===== config.mk =====
export PLATFORM = sky130hd
export DESIGN_NAME = bp_me_stream_pump_out
export DESIGN_NICKNAME = d
export VERILOG_FILES = /design/src/rtl/bp_me_stream_pump_out.sv
export SDC_FILE = /design/constraint.sdc
export NUM_CORES = 1
export LEC_CHECK = 0
export CORE_MARGIN = 2
export CORE_UTILIZATION = 42
export CTS_CLUSTER_SIZE = 10
export DETAILED_ROUTE_END_ITERATION = 8
export GPL_ROUTABILITY_DRIVEN = 1
export PLACE_DENSITY = 0.86
export SLEW_MARGIN = 10
export SYNTH_ARGS = -nofsm -noshare
export SYNTH_HDL_FRONTEND = slang
export SYNTH_SLANG_ARGS = --single-unit

===== constraint.sdc =====
create_clock -name clk_i -period 4.1 [get_ports clk_i]
set_input_delay 0.41 -clock clk_i [delete_from_list [all_inputs] [get_ports clk_i]]
set_output_delay 0.41 -clock clk_i [all_outputs]
set_load 0.02 [all_outputs]

===== src/rtl/bp_me_stream_pump_out.sv =====
// Outbound stream pump: FSM beats in, BedRock header/data out through one-entry registers (1-cycle latency).
// Beats stall while the target output register is full and not draining; header and data channels drain independently.
module bp_me_stream_pump_out #(
    parameter int          paddr_width_p       = 40,
    parameter int          stream_data_width_p = 64,
    parameter int          block_width_p       = 512,
    parameter int          payload_width_p     = 16,
    parameter logic [15:0] msg_stream_mask_p   = '0,
    parameter logic [15:0] fsm_stream_mask_p   = msg_stream_mask_p,
    parameter logic [15:0] msg_data_mask_p     = msg_stream_mask_p,
    localparam int xce_header_width_lp = payload_width_p + 3 + paddr_width_p + 4,
    localparam int stream_words_lp     = block_width_p / stream_data_width_p,
    localparam int cnt_width_lp        = (stream_words_lp > 1) ? $clog2(stream_words_lp) : 1
) (
    input  logic                           clk_i,
    input  logic                           reset_n_i,

    input  logic [xce_header_width_lp-1:0] fsm_base_header_i,
    input  logic [stream_data_width_p-1:0] fsm_data_i,
    input  logic                           fsm_v_i,
    output logic                           fsm_ready_and_o,
    output logic [paddr_width_p-1:0]       fsm_addr_o,
    output logic [cnt_width_lp-1:0]        fsm_cnt_o,
    output logic                           fsm_new_o,
    output logic                           fsm_last_o,
    output logic                           fsm_done_o,

    output logic [xce_header_width_lp-1:0] msg_header_o,
    output logic                           msg_header_v_o,
    input  logic                           msg_header_ready_and_i,
    output logic                           msg_has_data_o,
    output logic [stream_data_width_p-1:0] msg_data_o,
    output logic                           msg_data_v_o,
    input  logic                           msg_data_ready_and_i,
    output logic                           msg_last_o
);

    localparam int stream_bytes_lp = stream_data_width_p / 8;
    localparam int lg_bytes_lp     = $clog2(stream_bytes_lp);

    typedef struct packed {
        logic [payload_width_p-1:0] payload;
        logic [2:0]                 size;
        logic [paddr_width_p-1:0]   addr;
        logic [3:0]                 msg_type;
    } hdr_t;

    typedef enum logic [1:0] {
        e_ready  = 2'd0,
        e_burst  = 2'd1,
        e_gather = 2'd2
    } state_e;

    state_e                  state_r, state_n;
    hdr_t                    hdr_r, base_hdr;
    logic [cnt_width_lp-1:0] cnt_r, cnt_n;
    logic [cnt_width_lp-1:0] size_beats, base_idx, wrap_idx;
    logic                    nz, fsm_stream, msg_stream, has_data;
    logic                    do_burst, do_gather, single;
    logic                    beat_has_data, hdr_ok, data_ok;
    logic                    accept, hdr_load, data_load;
    logic                    unused_payload;

    // The first beat describes its message from the live header; later beats use the latched copy.
    always_comb begin
        base_hdr = (state_r == e_ready) ? hdr_t'(fsm_base_header_i) : hdr_r;
    end

    assign unused_payload = ^base_hdr.payload;

    // size_beats = max(bytes/stream_bytes, 1) - 1, i.e. (size - lg_bytes) low ones, capped at the counter width
    always_comb begin
        size_beats = '0;
        for (int i = 0; i < cnt_width_lp; i++) begin
            if (int'(base_hdr.size) > lg_bytes_lp + i) begin
                size_beats[i] = 1'b1;
            end
        end
    end

    assign nz         = |size_beats;
    assign fsm_stream = fsm_stream_mask_p[base_hdr.msg_type];
    assign msg_stream = msg_stream_mask_p[base_hdr.msg_type];
    assign has_data   = msg_data_mask_p[base_hdr.msg_type];
    assign do_burst   = fsm_stream & msg_stream & nz;
    assign do_gather  = fsm_stream & ~msg_stream & nz;
    assign single     = (state_r == e_ready) & ~do_burst & ~do_gather;

    // Wrap the beat index inside the size-aligned window; higher index bits come from the base.
    assign base_idx = base_hdr.addr[lg_bytes_lp +: cnt_width_lp];
    assign wrap_idx = (base_idx & ~size_beats) | ((base_idx + cnt_r) & size_beats);

    always_comb begin
        fsm_addr_o = base_hdr.addr;
        fsm_addr_o[lg_bytes_lp +: cnt_width_lp] = wrap_idx;
    end

    assign fsm_cnt_o  = cnt_r;
    assign fsm_new_o  = (state_r == e_ready);
    assign fsm_last_o = single | (cnt_r == size_beats);

    always_comb begin
        case (state_r)
            e_ready: beat_has_data = has_data;
            e_burst: beat_has_data = 1'b1;
            default: beat_has_data = 1'b0;
        endcase
    end

    assign hdr_ok          = ~fsm_new_o | ~msg_header_v_o | msg_header_ready_and_i;
    assign data_ok         = ~beat_has_data | ~msg_data_v_o | msg_data_ready_and_i;
    assign fsm_ready_and_o = hdr_ok & data_ok;

    assign accept    = fsm_v_i & fsm_ready_and_o;
    assign hdr_load  = accept & fsm_new_o;
    assign data_load = accept & beat_has_data;

    always_comb begin
        state_n = state_r;
        cnt_n   = cnt_r;
        if (accept) begin
            cnt_n = fsm_last_o ? '0 : cnt_r + cnt_width_lp'(1);
        end
        case (state_r)
            e_ready: begin
                if (accept) begin
                    if (do_burst) begin
                        state_n = e_burst;
                    end else if (do_gather) begin
                        state_n = e_gather;
                    end
                end
            end
            e_burst, e_gather: begin
                if (accept && fsm_last_o) begin
                    state_n = e_ready;
                end
            end
            default: state_n = e_ready;
        endcase
    end

    always_ff @(posedge clk_i or negedge reset_n_i) begin
        if (!reset_n_i) begin
            state_r    <= e_ready;
            cnt_r      <= '0;
            hdr_r      <= '0;
            fsm_done_o <= 1'b0;
        end else begin
            state_r    <= state_n;
            cnt_r      <= cnt_n;
            fsm_done_o <= accept & fsm_last_o;
            if (hdr_load) begin
                hdr_r <= hdr_t'(fsm_base_header_i);
            end
        end
    end

    // Header register: may reload in the same cycle it drains.
    always_ff @(posedge clk_i or negedge reset_n_i) begin
        if (!reset_n_i) begin
            msg_header_o   <= '0;
            msg_header_v_o <= 1'b0;
            msg_has_data_o <= 1'b0;
        end else if (hdr_load) begin
            msg_header_o   <= fsm_base_header_i;
            msg_header_v_o <= 1'b1;
            msg_has_data_o <= has_data;
        end else if (msg_header_ready_and_i) begin
            msg_header_v_o <= 1'b0;
        end
    end

    always_ff @(posedge clk_i or negedge reset_n_i) begin
        if (!reset_n_i) begin
            msg_data_o   <= '0;
            msg_data_v_o <= 1'b0;
            msg_last_o   <= 1'b0;
        end else if (data_load) begin
            msg_data_o   <= fsm_data_i;
            msg_data_v_o <= 1'b1;
            msg_last_o   <= fsm_last_o;
        end else if (msg_data_ready_and_i) begin
            msg_data_v_o <= 1'b0;
        end
    end

endmodule

Word-level counts from Yosys, hierarchy flattened
Memory sizes are Yosys's and may differ from the RTL's.
Cells that the tools add are included.

cells by class
  add/subtract/negate cells = 2
  reductions and logical operators = 7
  equality and inequality tests = 6
  bitwise logic cells = 21
  order comparisons = 4
  multiplexer cells = 15

operator list
  operator             number
  $mux 47              1
  $mux 1               8
  $and 1x1->1          7
  $and 3x3->3          2
  $gt 3x3->1 const B   2
  $mux 2               3
  $lt 4x5->1 const B   1
  $not 1->1            5
  $or 1x1->1           5
  $ne 2x1->1 const B   2
  $pmux 2 s2           1
  $reduce_bool 2->1    2
  $add 3x1->3 const B  1
  $add 3x3->3          1
  $eq 3x3->1           1
  $gt 3x2->1 const B   1
  $mux 3               1
  $not 3->3            1
  $or 3x3->3           1
  $reduce_and 3->1     1
  $reduce_or 3->1      1
  $eq 2x1->1 const B   1
  $eq 2x2->1 const B   1
  $logic_not 2->1      1
  other kinds (4)      4

word-level totals
  memories = 1
  bits in registers = 184
  output and inout bits = 178
  ROM bits = 16
  logic and storage cells = 68
  bits of input ports = 132

memory list
  name              words  width  rd ports  clocked after memory_dff  wr ports  RTL line  text
  (name not given)  16     1      1         0                         0         84        assign has_data = msg_data_mask_p[base_hdr.msg_type];

Longest topological paths before layout
Gate-level depths: netlist of run 1.

  word-level depth = 13
  depth in mapped cells = 8
  depth with buffers taken out = 6

Worst setup path before layout of run 1
OpenSTA, ideal clock, no wires.

  path kind = reg2out
  start = register state_r[0]
  end = output fsm_addr_o[5]
  data required time = 3690 ps
  cell stages (with the launch flop) = 9
  path buffers = 2
  path slack = 1583 ps
  arrival time = 2107 ps
  path through = dfrtp_1 buf_6 buf_2 mux2_2 ha_1 fa_1 xor2_1 nand2_1 xor2_1

between the ends
  longest elaborated chain between the ends = 7

ends and longest elaborated chain
  what                      RTL line  text
  start: declaration        54        state_e state_r, state_n;
  start signal: assignment  145       state_r <= e_ready;
  start signal: assignment  150       state_r <= state_n;
  $logic_not 2->1 (*)       66        base_hdr = (state_r == e_ready) ? hdr_t'(fsm_base_header_i) : hdr_r;
  $mux 47 (*)               66
  $gt 3x3->1                75        if (int'(base_hdr.size) > lg_bytes_lp + i) begin
  $mux 1                    75
  $not 3->3                 91        assign wrap_idx = (base_idx & ~size_beats) | ((base_idx + cnt_r) & size_beats);
  $and 3x3->3               91
  $or 3x3->3 (*)            91
  end: declaration          22        output logic [paddr_width_p-1:0] fsm_addr_o,

Every way passes the cells marked *; elsewhere a longest branch is shown, timed or not.

Worst setup path after layout of run 1
  start = register state_r[0]
  end = output fsm_last_o

between the ends
  longest elaborated chain between the ends = 9

ends and longest elaborated chain
  what                                      RTL line  text
  $logic_not 2->1 (*)                       66, 87
  $mux 47                                   66
  $gt 3x2->1 or $gt 3x3->1 (tied branches)  75
  $mux 1                                    75
  $reduce_or 3->1                           81        assign nz = |size_beats;
  $and 1x1->1                               85        assign do_burst = fsm_stream & msg_stream & nz;
  $not 1->1                                 87        assign single = (state_r == e_ready) & ~do_burst & ~do_gather;
  $and 1x1->1                               87
  $or 1x1->1 (*)                            100       assign fsm_last_o = single | (cnt_r == size_beats);
  end: declaration                          25        output logic fsm_last_o,

Every way passes the cells marked *; elsewhere a longest branch is shown, timed or not. The select of a mux whose other input is x is not followed.

==> results.md, run 1 <==
- The run finished with clean final reports.
- The library cells used most frequently in the layout, excluding fill and tap cells, are sky130_fd_sc_hd__nand2_1, sky130_fd_sc_hd__clkdlybuf4s50_1, sky130_fd_sc_hd__dfrtp_1.
- Routability-driven placement finished with a final weighted congestion of 0.806.
- After global routing the overflow that remains totals 0.
- The number of antenna violations at the first check in global routing came to 0.
- The DRC violation total after the first TritonRoute iteration is 300.
- The average vias per placed instance is between 4 and 5.
- The TritonCTS clock tree is done.
- The largest single stage delay on the critical path is 0.69 ns.
- The number of core rows is 42.
- Across the run, the number of max-cap violations was 0.
- The die height is 121 µm.
- The total of cells resized after clock tree synthesis is 0.
- The number of clock sinks is 135.
- The number of placed instances, taps included, is about 1,100.
- In this run the post-CTS setup repair buffer count came out at 0.
- Buffers placed on the I/O ports in this run total ~310.
- The count of pins over their slew limit was 0.
- The analysis attributes to cell leakage a power of 4.60 nW.
- For the pin with the worst max-slew slack, the measured transition is 0.874 ns.
- Among all stages on the critical path, the largest delay is contributed by sky130_fd_sc_hd__clkdlybuf4s50_1.
- The net count of the mapped netlist is 769.
- After layout, the worst path uses a little under nine tenths of the clock period.
- Setup violations remaining at the end of the flow were counted as 0.
- The total number of cells along the worst setup path is 6.
- Total power for the finished layout comes to 3.54 mW.
- Relative to the synthesized area, the layout overhead comes to 64.8%.
- Entering global routing, the biggest net connects 83 pins.
- Global routing used 25.3% of the available tracks across all layers.
- The global-route wire length before repair is around 29,000 µm.
- The tightest min-delay check is of the in2async type.
- Clock latency on the worst-skew pair, taken at its later pin, is 0.42 ns.
- In this run the remaining antenna-violating nets after routing total 0.
- The yosys synthesis warning count is 0.
- For this run, the post-layout net count is 1,069.
- The final hold violation count is 0.
- The vias after detailed routing is 5,279.
- The total core area is 13,300 µm².
- At the worst endpoint, the required time is 3.69 ns.
- The HPWL after detailed placement is 12,600 µm.
- After detailed routing, the average wire length per cell comes to 16.2 µm.
- The worst-path maximum fanout is 37.
- Averaged over all synthesized cells, the footprint is 9.08 µm².
- After synthesis the cells add up to 5760 µm².
- The number of global-route vias before repair is 5,415.
- The startpoint identified for the worst register-to-register timing path is state_r[0]$_DFFE_PN0P_.
- After synthesis, flip-flops and latches occupy 58.7% of the total area.
- The depth of the CTS H-tree is 4.
- In this design, the largest share of critical-path delay is due to buffers and inverters.
- The number of clock buffers added by TritonCTS is 17.
- Hold timing on the final database bottoms out at a slack of 0.0343 ns.
- The post-detailed-routing wire length is 18,200 µm.
- The start-to-end type of the worst setup path is reg2out.
- The power density normalized to cell area is 373 nW/µm².
- In the final timing run, aggregate negative setup slack is 0 ns.
- The routed length on met2 is 9350 µm.
- The width of the die is 121 µm.
- Walking the worst path, the cells encountered are buf_4, o21ai_0, nor4_1, o31ai_4, nand2_1, clkdlybuf4s50_1.
- The critical path starts at state_r[0]$_DFFE_PN0P_.
- The count of different cell masters after synthesis is 27.
- Wire segments on met3 add up to 1270 µm in the final route.
- The clock passes through at most 2 buffers.
- Across all register-to-register paths, the minimum setup slack is 1.80 ns.
- The area of the die is 14,700 µm².
- Setup repair after global routing left no endpoint under its margin.
- The number of cells produced by synthesis is 634.
- The library cell used most frequently in the layout, excluding fill and tap cells, is sky130_fd_sc_hd__nand2_1.
- The buffers plus inverters on the worst setup path is 2.
- The root buffer selected by CTS is sky130_fd_sc_hd__clkbuf_16.
- The worst-case IR drop observed on VDD is ~0.00028 V.
- The signal arrival time at the worst endpoint is 3.12 ns.
- The initial core utilization is a little over two fifths.
- The worst slew margin relative to its limit is 41.7%.
- The clock arrives with 0.00581 ns of skew.
- Counting I/O delays and the setup requirement, the final critical path takes 3.53 ns.
- The fraction of final layout cells with drive strength greater than 1 is a little under a tenth.
- Synthesis inferred around 140 register bits.
- The worst setup path is launched from a flop.
- The first-pass detailed-route iteration total is 5.
- The post-detailed-route DRC marker count is 0.
- The capturing element type of the critical path is an output pin.
- Counting cells, the worst reg-to-reg path comes to 5.
- After the flow finishes, the layout carries non-filler instances totaling 1,122.
- The number of fillers in the final layout is around 1,000.
- The number of antenna diodes in the final layout is 0.
- The I/O pin count is 310.
- The highest layer used for signal routing is met4.
- Static timing analysis puts the maximum clock frequency at roughly 280 MHz.
- The worst flop-to-flop path endpoint is fsm_cnt_o[2]$_DFFE_PN0N_.
- After synthesis, the cell types taking the most area are sky130_fd_sc_hd__dfrtp_1, sky130_fd_sc_hd__nand2_1, sky130_fd_sc_hd__mux2_2.
- The largest total area in the synthesized netlist belongs to sky130_fd_sc_hd__dfrtp_1.
- The count of hold-fix buffers inserted at cts is 0.
- Clock-pin slew was measured on the worst setup and hold paths at 0.06 ns.
- The area share of the leading cell type in the synthesized netlist is 58.7%.
- The sum of routed wire segments on met1 is approximately 7000 µm.
stage by stage:
stage          util (%)  setup WS, ns  area [µm²]
2_1_floorplan         -          1.58        5760
3_3_place_gp       67.4         0.997        8960
3_5_place_dp       67.4          1.00        8960
4_1_cts            71.3         0.520        9490
5_1_grt            71.3         0.330        9490
6_report           71.3         0.566        9490
where the power goes:
part           internal (mW)  switching [mW]  leakage (nW)
clock network          0.807           0.557         0.264
registers               1.42          0.0664          1.77
logic                  0.351           0.338          2.57
layout make-up:
type / count / area, µm² / area share, %
repair buffers: 315 / 3140 / 33.1
multi-input cells: 464 / 2220 / 23.4
inverters: 1 / 3.75 / 0.0396
well taps: 176 / 220 / 2.32
flip-flops and latches: 135 / 3380 / 35.6
clock inverters: 10 / 55.1 / 0.580
clock buffers: 21 / 470 / 4.96
logic make-up (layout without fill, tap and decap cells):
logic type                 count (synthesis)  in the layout  synth area share [%]
and+or+nand+nor                          402            402                  26.8
DFF                                      135            135                  58.7
muxes                                     45             45                  8.74
buffers and inverters                     35            347                  2.98
AOI/OAI and AO/OA                         10             10                  1.50
adders and majority gates                  3              3                 0.782
xor gates and xnor gates                   3              3                 0.457
other                                      1              1                0.0651
how the worst max path moves through the flow:
| stage | endpoint | slack, ns |
|---|---|---|
| after floorplan | fsm_addr_o[5] | 1.58 |
| after global placement | fsm_addr_o[5] | 1.0 |
| after detailed placement | fsm_addr_o[5] | 1.00 |
| after CTS | fsm_last_o | 0.52 |
| after global routing | fsm_last_o | 0.33 |
| final | fsm_last_o | 0.57 |
Yosys cell counts:
| cell type | instances |
|---|---|
| sky130_fd_sc_hd__nand2_1 | 388 |
| sky130_fd_sc_hd__dfrtp_1 | 135 |
| sky130_fd_sc_hd__mux2_2 | 42 |
| sky130_fd_sc_hd__buf_2 | 20 |
| sky130_fd_sc_hd__clkbuf_1 | 11 |
| sky130_fd_sc_hd__and3_1 | 3 |
| sky130_fd_sc_hd__mux2i_1 | 3 |
| sky130_fd_sc_hd__nand3_1 | 3 |
| sky130_fd_sc_hd__nor2_1 | 3 |
| sky130_fd_sc_hd__o21ai_0 | 3 |
| sky130_fd_sc_hd__xor2_1 | 3 |
| sky130_fd_sc_hd__a32o_1 | 2 |
| sky130_fd_sc_hd__buf_4 | 2 |
| sky130_fd_sc_hd__ha_1 | 2 |
| sky130_fd_sc_hd__nand2b_1 | 2 |
| sky130_fd_sc_hd__a21oi_1 | 1 |
| sky130_fd_sc_hd__a22o_1 | 1 |
| sky130_fd_sc_hd__and4bb_1 | 1 |
| sky130_fd_sc_hd__buf_6 | 1 |
| sky130_fd_sc_hd__conb_1 | 1 |
| sky130_fd_sc_hd__fa_1 | 1 |
| sky130_fd_sc_hd__inv_1 | 1 |
| sky130_fd_sc_hd__nand3_2 | 1 |
| sky130_fd_sc_hd__nor4_1 | 1 |
| sky130_fd_sc_hd__o21a_1 | 1 |
| sky130_fd_sc_hd__o21ai_2 | 1 |
| sky130_fd_sc_hd__o31ai_4 | 1 |
sequential cells by signal, indices dropped and copies added (netlist names):
register,count
msg_data_v_o,1
state_r,1
msg_header_o,19
msg_last_o,1
fsm_cnt_o,3
msg_data_o,64
hdr_r,44
msg_header_v_o,1
fsm_done_o,1
worst register-to-register path: stages, from the launching register on:
cell and delay [ns]:
sky130_fd_sc_hd__dfrtp_2 0.57, sky130_fd_sc_hd__buf_4 0.51, sky130_fd_sc_hd__o21ai_0 0.28, sky130_fd_sc_hd__nor4_1 0.39
sky130_fd_sc_hd__o31ai_4 0.17, sky130_fd_sc_hd__a32o_1 0.27
routing by layer:
metal  vias to the layer above  global-route usage (%)
met4                         0                    10.1
met5                         -                       0
met2                       182                    43.0
li1                       2563                       -
met1                      2506                    29.9
met3                        28                    7.71
Power figures use the tool's default switching activity.
==> inputs of run 2 (changes only) <==
--- a/config.mk
+++ b/config.mk
@@ -5,7 +5,7 @@
 export SDC_FILE = /design/constraint.sdc
 export NUM_CORES = 1
 export LEC_CHECK = 0
-export CORE_MARGIN = 2
+export CORE_MARGIN = 4
 export CORE_UTILIZATION = 42
 export CTS_CLUSTER_SIZE = 10
 export DETAILED_ROUTE_END_ITERATION = 8
==> run 2 against run 1 <==
Combinational power hardly changed. Die area is 6.7% higher. First-iteration DRC count is 12% lower. Worst setup slack better by 0.074 ns. Largest cell class unchanged. Highest routed layer unchanged.
==> results.md, run 2 (synthesized netlist as in run 1, its figures left out) <==
- The final hold violation count came to 0 (unchanged).
- The final antenna diode count was 0 (unchanged).
- TritonCTS built the clock tree.
- The maximum resistive drop on vdd is 0.000287 V (+0.96%).
- The worst hold path class is in2async.
- The minimum clock period was 3.46 ns (-0.0745 ns).
- The count of hold-fix buffers inserted at cts is 0 (unchanged).
- The worst-case clock buffer depth was 2 (unchanged).
- The relative contribution of sequential cells to total power is 41.2% (-0.8 points).
- The die height was 125 µm (+3.3%).
- The initial core utilization is 43.1% (-0.17 points).
- The power density normalized to cell area is 378 nW/µm² (+1.4%).
- The leftover overflow at the end of global routing came to 0 (unchanged).
- The DRC violation total after the first TritonRoute iteration was 263 (-12%).
- The all-layer global routing usage came to 23.0% (-2.3 points).
- The number of I/O port buffers is 308 (unchanged).
- The clock latency at the later pin of the worst-skew pair was 0.40 ns (-0.02 ns).
- The worst-path maximum fanout is 16 (-57%).
- The post-detailed-route DRC marker count is 0 (unchanged).
- The worst slew margin relative to its limit is 30.2% (-12 points).
- The net switching fraction of the power was 26.0% (-1.1 points).
- The number of nets at the end of the flow is 1,069 (unchanged).
- The total internal power is 2.67 mW (+3.4%).
- The average vias per placed instance is 4.70 (about the same).
- The largest net degree at the start of global routing is 106 (+28%).
- The signal arrival time at the worst endpoint is 3.05 ns (-0.07 ns).
- The number of flip-flops in the largest register is 64 (unchanged).
- The number of global-route vias before repair came to 5,455 (+0.74%).
- The width of the die came to 125 µm (+3.3%).
- The post-placement worst setup slack is 0.898 ns (-0.104 ns).
- The area of the die is 15,600 µm² (+6.7%).
- The run finished with clean final reports.
- Leaving out fill and tap cells, the most frequent cell in the layout is sky130_fd_sc_hd__nand2_1.
- The per-cell routed wire length was 16.1 µm (-1.2%).
- The depth of the CTS H-tree is 4 (unchanged).
- The net load switching power is 937 µW (-2.5%).
- The placed wire-length estimate after detailed placement is 13,100 µm (+4.1%).
- The register-to-register path setup slack is 1.97 ns (+0.17 ns).
- The kind of start point of the critical path is a flop.
- The total of cells resized after clock tree synthesis came to 0 (unchanged).
- The part of the power in the clock network is 39.8% (+1.3 points).
- The total leakage power was 4.62 nW (+0.36%).
- The final clock skew is 0.00648 ns (+0.000668 ns).
- The I/O pin count is 310 (unchanged).
- The top achievable clock speed is 289 MHz (+2.2%).
- Ranked by flip-flop count, first place goes to msg_data_o.
- The last weighted congestion value of the routability-driven placer is 0.855 (+6.1%).
- The total core area is 13,300 µm² (+0.39%).
- In the final layout, the registers with the most flip-flops are msg_data_o (64), hdr_r (44), msg_header_o (19).
- The post-detailed-routing wire length is 18,000 µm (-1.1%).
- The number of antenna violations at the first check in global routing is 0 (unchanged).
- The number of buffers created by CTS came to 17 (unchanged).
- The remaining antenna violation count came to 0 (unchanged).
- The final setup violation count is 0 (unchanged).
- The endpoint required time on the critical path came to 3.69 ns (about the same).
- The measured slew at the worst slew-check pin is 1.05 ns (+0.172 ns).
- The first-pass detailed-route iteration total is 4 (-1).
- The count of pins over their slew limit is 0 (unchanged).
- Setup repair after global routing left no endpoint under its margin.
- The combinational fraction of design power is 19.0% (-0.4 points).
- The max-cap violation count came to 0 (unchanged).
- The global-route wire length before repair is 28,600 µm (+0.46%).
- The setup slack of the critical path after layout is 0.640 ns (+0.0745 ns).
- The number of core rows came to 42 (unchanged).
- The buffers inserted during post-CTS setup optimization is 0 (unchanged).
- The vias after detailed routing is 5,281 (+0.038%).
- The library cells used most frequently in the layout, excluding fill and tap cells, are sky130_fd_sc_hd__nand2_1, sky130_fd_sc_hd__clkdlybuf4s50_1, sky130_fd_sc_hd__dfrtp_1.
- The clock-pin slew reported for the worst setup and hold paths after clock tree synthesis is 0.06 ns (about the same).
- The cell sitting at the root of the clock tree is a sky130_fd_sc_hd__clkbuf_16.
- The number of clock sinks is 135 (unchanged).
- The final critical-path share of the clock period is 84.4% (-1.8 points).
- The final sum of negative setup slack came to 0 ns (unchanged).
- The area overhead of the layout relative to synthesis is 65.4%.
- The worst setup path is captured at an output pin.
- The fraction of final layout cells with drive strength greater than 1 was 9.19% (-0.12 points).
- The start-to-end type of the worst setup path is reg2out.
run 2: cell types whose count changed in the layout (fill, tap and decap cells not counted):
cell / delta
sky130_fd_sc_hd__clkinv_2: -3
sky130_fd_sc_hd__clkinvlp_4: -1
sky130_fd_sc_hd__bufinv_16: +1
sky130_fd_sc_hd__clkbuf_8: +1
sky130_fd_sc_hd__clkbuf_1: +2
sky130_fd_sc_hd__clkinv_4: +1
run 2: final timing paths:
kind | cells past startpoint | to | start
max reg2reg | 5 | msg_data_o[34]$_DFFE_PN0P_ | msg_data_v_o$_DFFE_PN0P_
min reg2reg | 2 | msg_data_o[38]$_DFFE_PN0P_ | msg_data_o[38]$_DFFE_PN0P_
max in group asynchronous | 2 | hdr_r[8]$_DFFE_PN0P_ | reset_n_i
max | 7 | fsm_addr_o[5] | state_r[0]$_DFFE_PN0P_
min in group clk_i | 2 | msg_data_o[38]$_DFFE_PN0P_ | msg_data_o[38]$_DFFE_PN0P_
min | 1 | msg_header_o[48]$_DFFE_PN0P_ | reset_n_i
run 2: metal layers:
| metal | routed length, µm | GRT usage, % | vias up |
|---|---|---|---|
| met4 | 545 | 8.93 | 0 |
| li1 | - | - | 2569 |
| met5 | 0 | 0 | - |
| met2 | 9280 | 40.0 | 184 |
| met3 | 1190 | 7.29 | 33 |
| met1 | 7020 | 26.4 | 2495 |
run 2: worst max-delay path: stages (launching register included):
cell and delay [ns]:
sky130_fd_sc_hd__dfrtp_2 0.45, sky130_fd_sc_hd__buf_4 0.27, sky130_fd_sc_hd__mux2_2 0.39, sky130_fd_sc_hd__fa_1 0.41, sky130_fd_sc_hd__xor2_1 0.15, sky130_fd_sc_hd__nand2_1 0.09
sky130_fd_sc_hd__xor2_1 0.23, sky130_fd_sc_hd__clkdlybuf4s50_1 0.66
run 2: stage by stage:
step	instance area [µm²]	utilization (%)	cells	total power, mW	hold WS (ns)
final	9520	71.3	1123	3.60	0.111
after global routing	9520	71.3	1123	3.75	0.196
after CTS	9520	71.3	1123	3.64	0.162
after detailed placement	8960	67.1	1091	2.20	0.461
after global placement	8960	67.1	1091	2.19	0.456
after floorplan	5760	-	634	1.77	0.114
run 2: power by group through the flow:
stage | registers [mW] | clock network [mW] | logic (mW)
2_1_floorplan | 1.61 | 0 | 0.161
3_3_place_gp | 1.50 | 0 | 0.685
3_5_place_dp | 1.51 | 0 | 0.693
4_1_cts | 1.48 | 1.46 | 0.697
5_1_grt | 1.50 | 1.52 | 0.735
6_report | 1.48 | 1.43 | 0.686
run 2: final cells by class:
type / instances / area [µm²]
Inverter: 1 / 3.75
Timing Repair Buffer: 315 / 3140
Multi-Input combinational cell: 464 / 2220
Fill cell: 1014 / 3820
Sequential cell: 135 / 3380
Clock inverter: 8 / 71.3
Tap cell: 176 / 220
Clock buffer: 24 / 492
==> inputs of run 3 (changes only) <==
--- a/config.mk
+++ b/config.mk
@@ -6,11 +6,11 @@
 export NUM_CORES = 1
 export LEC_CHECK = 0
 export CORE_MARGIN = 4
-export CORE_UTILIZATION = 42
+export CORE_UTILIZATION = 39
 export CTS_CLUSTER_SIZE = 10
 export DETAILED_ROUTE_END_ITERATION = 8
 export GPL_ROUTABILITY_DRIVEN = 1
-export PLACE_DENSITY = 0.86
+export PLACE_DENSITY = 0.81
 export SLEW_MARGIN = 10
 export SYNTH_ARGS = -nofsm -noshare
 export SYNTH_HDL_FRONTEND = slang
==> constraint.sdc (replaced) <==
create_clock -name clk_i -period 3.3 [get_ports clk_i]
set_input_delay 0.33 -clock clk_i [delete_from_list [all_inputs] [get_ports clk_i]]
set_output_delay 0.33 -clock clk_i [all_outputs]
set_load 0.02 [all_outputs]
==> run 3 against run 2 <==
Flip-flop and latch count unchanged. Non-clock buffer count increased by 5. Clock skew is 0.0029 ns higher. Critical endpoint is now fsm_last_o. Largest cell class unchanged. Highest routed layer unchanged.
==> results.md, run 3 (synthesized netlist as in run 1, its figures left out) <==
- In the final layout, the registers with the most flip-flops are msg_data_o (64), hdr_r (44), msg_header_o (19).
- The width of the die came to 129 µm (+3.5%).
- The average vias per placed instance is 4.61 (-2.1%).
- STA classifies the critical path endpoint as an output pin.
- The worst-case clock buffer depth was 2 (unchanged).
- The all-layer global routing usage came to 21.6% (-1.4 points).
- The worst flop-to-flop path endpoint is msg_header_o[61]$_DFFE_PN0P_.
- The endpoint required time on the critical path is 2.97 ns (-0.72 ns).
- The post-detailed-routing wire length came to 18,200 µm (+1.1%).
- The routed wire length on met3 was 1420 µm (+20%).
- The final antenna diode count came to 0 (unchanged).
- The total internal power came to 3.41 mW (+28%).
- The routed length on met2 was 9290 µm (+0.18%).
- The measured slew at the worst slew-check pin came to 0.728 ns (-0.318 ns).
- The worst slew margin relative to its limit was 51.4% (+21 points).
- The leftover overflow at the end of global routing is 0 (unchanged).
- Subtracting the final worst setup slack from the clock period gives between 3 and 4 ns.
- The post-placement worst setup slack is 0.339 ns (-0.559 ns).
- The initial core utilization came to 39.8% (-3.4 points).
- The net switching fraction of the power is 26.2% (+0.19 points).
- The worst setup path is launched from a flop.
- The multi-input logic area is 2220 µm² (unchanged).
- Along the worst hold path, the cell count comes to 3.
- The number of buffers created by CTS came to 17 (unchanged).
- The area of the die is 16,800 µm² (+7.2%).
- The placed wire-length estimate after detailed placement is 13,400 µm (+2.2%).
- The run finished with clean final reports.
- The total power consumption of the routed design is 4.62 mW (+28%).
- The register-to-register path setup slack is 1.13 ns (-0.84 ns).
- The last weighted congestion value of the routability-driven placer was 0.867 (+1.4%).
- The signal arrival time at the worst endpoint is 2.76 ns (-0.29 ns).
- The setup slack of the critical path after layout is 0.213 ns (-0.427 ns).
- The highest layer used for signal routing is met4.
- Setup repair after global routing left no endpoint under its margin.
- The combined flip-flop and latch cell area was 3380 µm² (unchanged).
- The depth of the most critical reg-to-reg path is 6 (+1).
- The global-route wire length before repair is 27,900 µm (-2.5%).
- The number of global-route vias before repair came to 5,192 (-4.8%).
- The TritonCTS clock tree is done.
- The post-detailed-route DRC marker count is 0 (unchanged).
- The register ranked first by flip-flop count is msg_data_o.
- The buffers inserted during post-CTS setup optimization came to 0 (unchanged).
- The placed instance area is 9000 µm² (+0.45%).
- The total leakage power is 4.65 nW (+0.63%).
- The per-cell routed wire length came to 16.1 µm (about the same).
- The endpoint of the worst hold path is msg_data_o[17]$_DFFE_PN0P_.
- The combinational fraction of design power is 18.6% (-0.4 points).
- The clock latency at the later pin of the worst-skew pair came to 0.41 ns (about the same).
- The number of clock sinks came to 135 (unchanged).
- The library cells used most frequently in the layout, excluding fill and tap cells, are sky130_fd_sc_hd__nand2_1, sky130_fd_sc_hd__clkdlybuf4s50_1, sky130_fd_sc_hd__dfrtp_1.
- The maximum resistive drop on vdd is 0.000353 V (+23%).
- The first-pass detailed-route iteration total was 4 (unchanged).
- The final design instance area without fill is 9610 µm² (+0.88%).
- Clock tree synthesis selected as its root buffer the cell sky130_fd_sc_hd__clkbuf_16.
- The final setup violation count came to 0 (unchanged).
- The final sum of negative setup slack came to 0 ns (unchanged).
- The number of flip-flops in the largest register is 64 (unchanged).
- The number of I/O port buffers came to 308 (unchanged).
- The number of nets at the end of the flow is 1,074 (+0.47%).
- The depth of the CTS H-tree is 4 (unchanged).
- The I/O pin count is 310 (unchanged).
- The sum of routed wire segments on met1 is 7050 µm (+0.40%).
- The worst-path maximum fanout is 33 (+17).
- The number of placed instances, taps included was 1,103 (+1.1%).
- The relative contribution of sequential cells to total power was 40.0% (-1.2 points).
- The largest net degree at the start of global routing is 77 (-27%).
- The fraction of final layout cells with drive strength greater than 1 is 9.67% (+0.49 points).
- The critical path in this run is classified as reg2out.
- The final cell count without fillers is 1,135 (+1.1%).
- The part of the power in the clock network is 41.4% (+1.6 points).
- The final hold violation count is 0 (unchanged).
- The top achievable clock speed is 324 MHz.
- The remaining antenna violation count is 0 (unchanged).
- The biggest cell delay along the critical path was 0.56 ns (-0.10 ns).
- The max-cap violation count is 0 (unchanged).
- The hold path startpoint is fsm_data_i[17].
- The final clock skew was 0.00938 ns (+0.00290 ns).
- The DRC violation total after the first TritonRoute iteration is 274 (+4.2%).
- Traced cell by cell, the critical path runs through buf_4, o21ai_0, and4bb_1, o31ai_4, nand2_1, clkdlybuf4s50_1.
- The number of core rows came to 44 (+4.8%).
- The number of fillers in the final layout is 1,147 (+13%).
- The worst hold path belongs to the class in2reg.
- The commonest non-fill, non-tap cell in the layout is sky130_fd_sc_hd__nand2_1.
- The net load switching power is 1.21 mW (+29%).
- From synthesis to final layout, the design area changed by 66.9%.
- The power density normalized to cell area is 480 nW/µm² (+27%).
- The die height is 129 µm (+3.5%).
- The final critical path takes up 93.5% of the cycle.
- The startpoint identified for the worst register-to-register timing path is state_r[0]$_DFFE_PN0P_.
- The count of pins over their slew limit is 0 (unchanged).
- The cell at the slowest stage of the critical path is sky130_fd_sc_hd__clkdlybuf4s50_1.
- The vias after detailed routing is 5,228 (-1.0%).
- The clock-pin slew reported for the worst setup and hold paths after clock tree synthesis came to 0.06 ns (about the same).
- The number of antenna violations at the first check in global routing came to 0 (unchanged).
- The total core area is 14,500 µm² (+8.5%).
==> run 3: changes by cell type in the layout (fill, tap and decap cells not counted), sizes merged <==
cell,delta
buf,+4
bufinv,+2
clkbuf,-5
clkinvlp,+2
dlygate4sd3,+1
==> run 3: critical path: cells and delay by family, from the launching register on <==
family / cells / cell delay, ns
DFF: 1 / 0.40
AOI/OAI and AO/OA: 2 / 0.56
buffers and inverters: 2 / 0.96
and+or+nand+nor: 2 / 0.42
==> run 3: stage by stage <==
step | hold slack [ns] | util [%]
final | 0.439 | 66.3
after global routing | 0.427 | 66.3
after CTS | 0.422 | 66.3
after detailed placement | 0.414 | 62.2
after global placement | 0.409 | 62.2
after floorplan | 0.0344 | -
==> run 3: power by group through the flow <==
stage,registers (mW),logic (mW),clock network (mW)
finish,1.85,0.858,1.91
global route,1.86,0.919,2.03
CTS,1.85,0.870,1.95
detailed placement,1.87,0.865,0
global placement,1.87,0.855,0
floorplan,2.00,0.200,0
==> run 3: layer usage <==
| layer | up-vias | track usage (%) |
|---|---|---|
| li1 | 2574 | - |
| met1 | 2458 | 25.7 |
| met2 | 167 | 36.2 |
| met3 | 29 | 7.79 |
| met4 | 0 | 7.64 |
| met5 | - | 0 |
==> run 3: timing repair <==
| item | 4_1_cts | 5_1_grt |
|---|---|---|
| gates resized for setup | 0 | 0 |
| endpoints found under the hold margin | 71 | 0 |
| hold buffers | 1 | 0 |
==> run 3: area by class of cell <==
class / count / area share, %
clock buffers: 19 / 4.61
clock inverters: 12 / 1.60
inverters: 1 / 0.0391
multi-input cells: 464 / 23.1
flip-flops and latches: 135 / 35.2
well taps: 184 / 2.40
repair buffers: 320 / 33.1
==> run 3: worst max path at each step <==
stage                                to  slack [ns]                    from  cells after the start
after CTS                    fsm_last_o        0.16  state_r[0]$_DFFE_PN0P_                      6
after detailed placement  fsm_addr_o[5]        0.34    fsm_base_header_i[7]                      8
after floorplan           fsm_addr_o[5]        0.86  state_r[0]$_DFFE_PN0P_                      8
after global placement    fsm_addr_o[5]        0.33    fsm_base_header_i[7]                      8
after global routing         fsm_last_o        0.04  state_r[0]$_DFFE_PN0P_                      6
final                        fsm_last_o        0.21  state_r[0]$_DFFE_PN0P_                      6
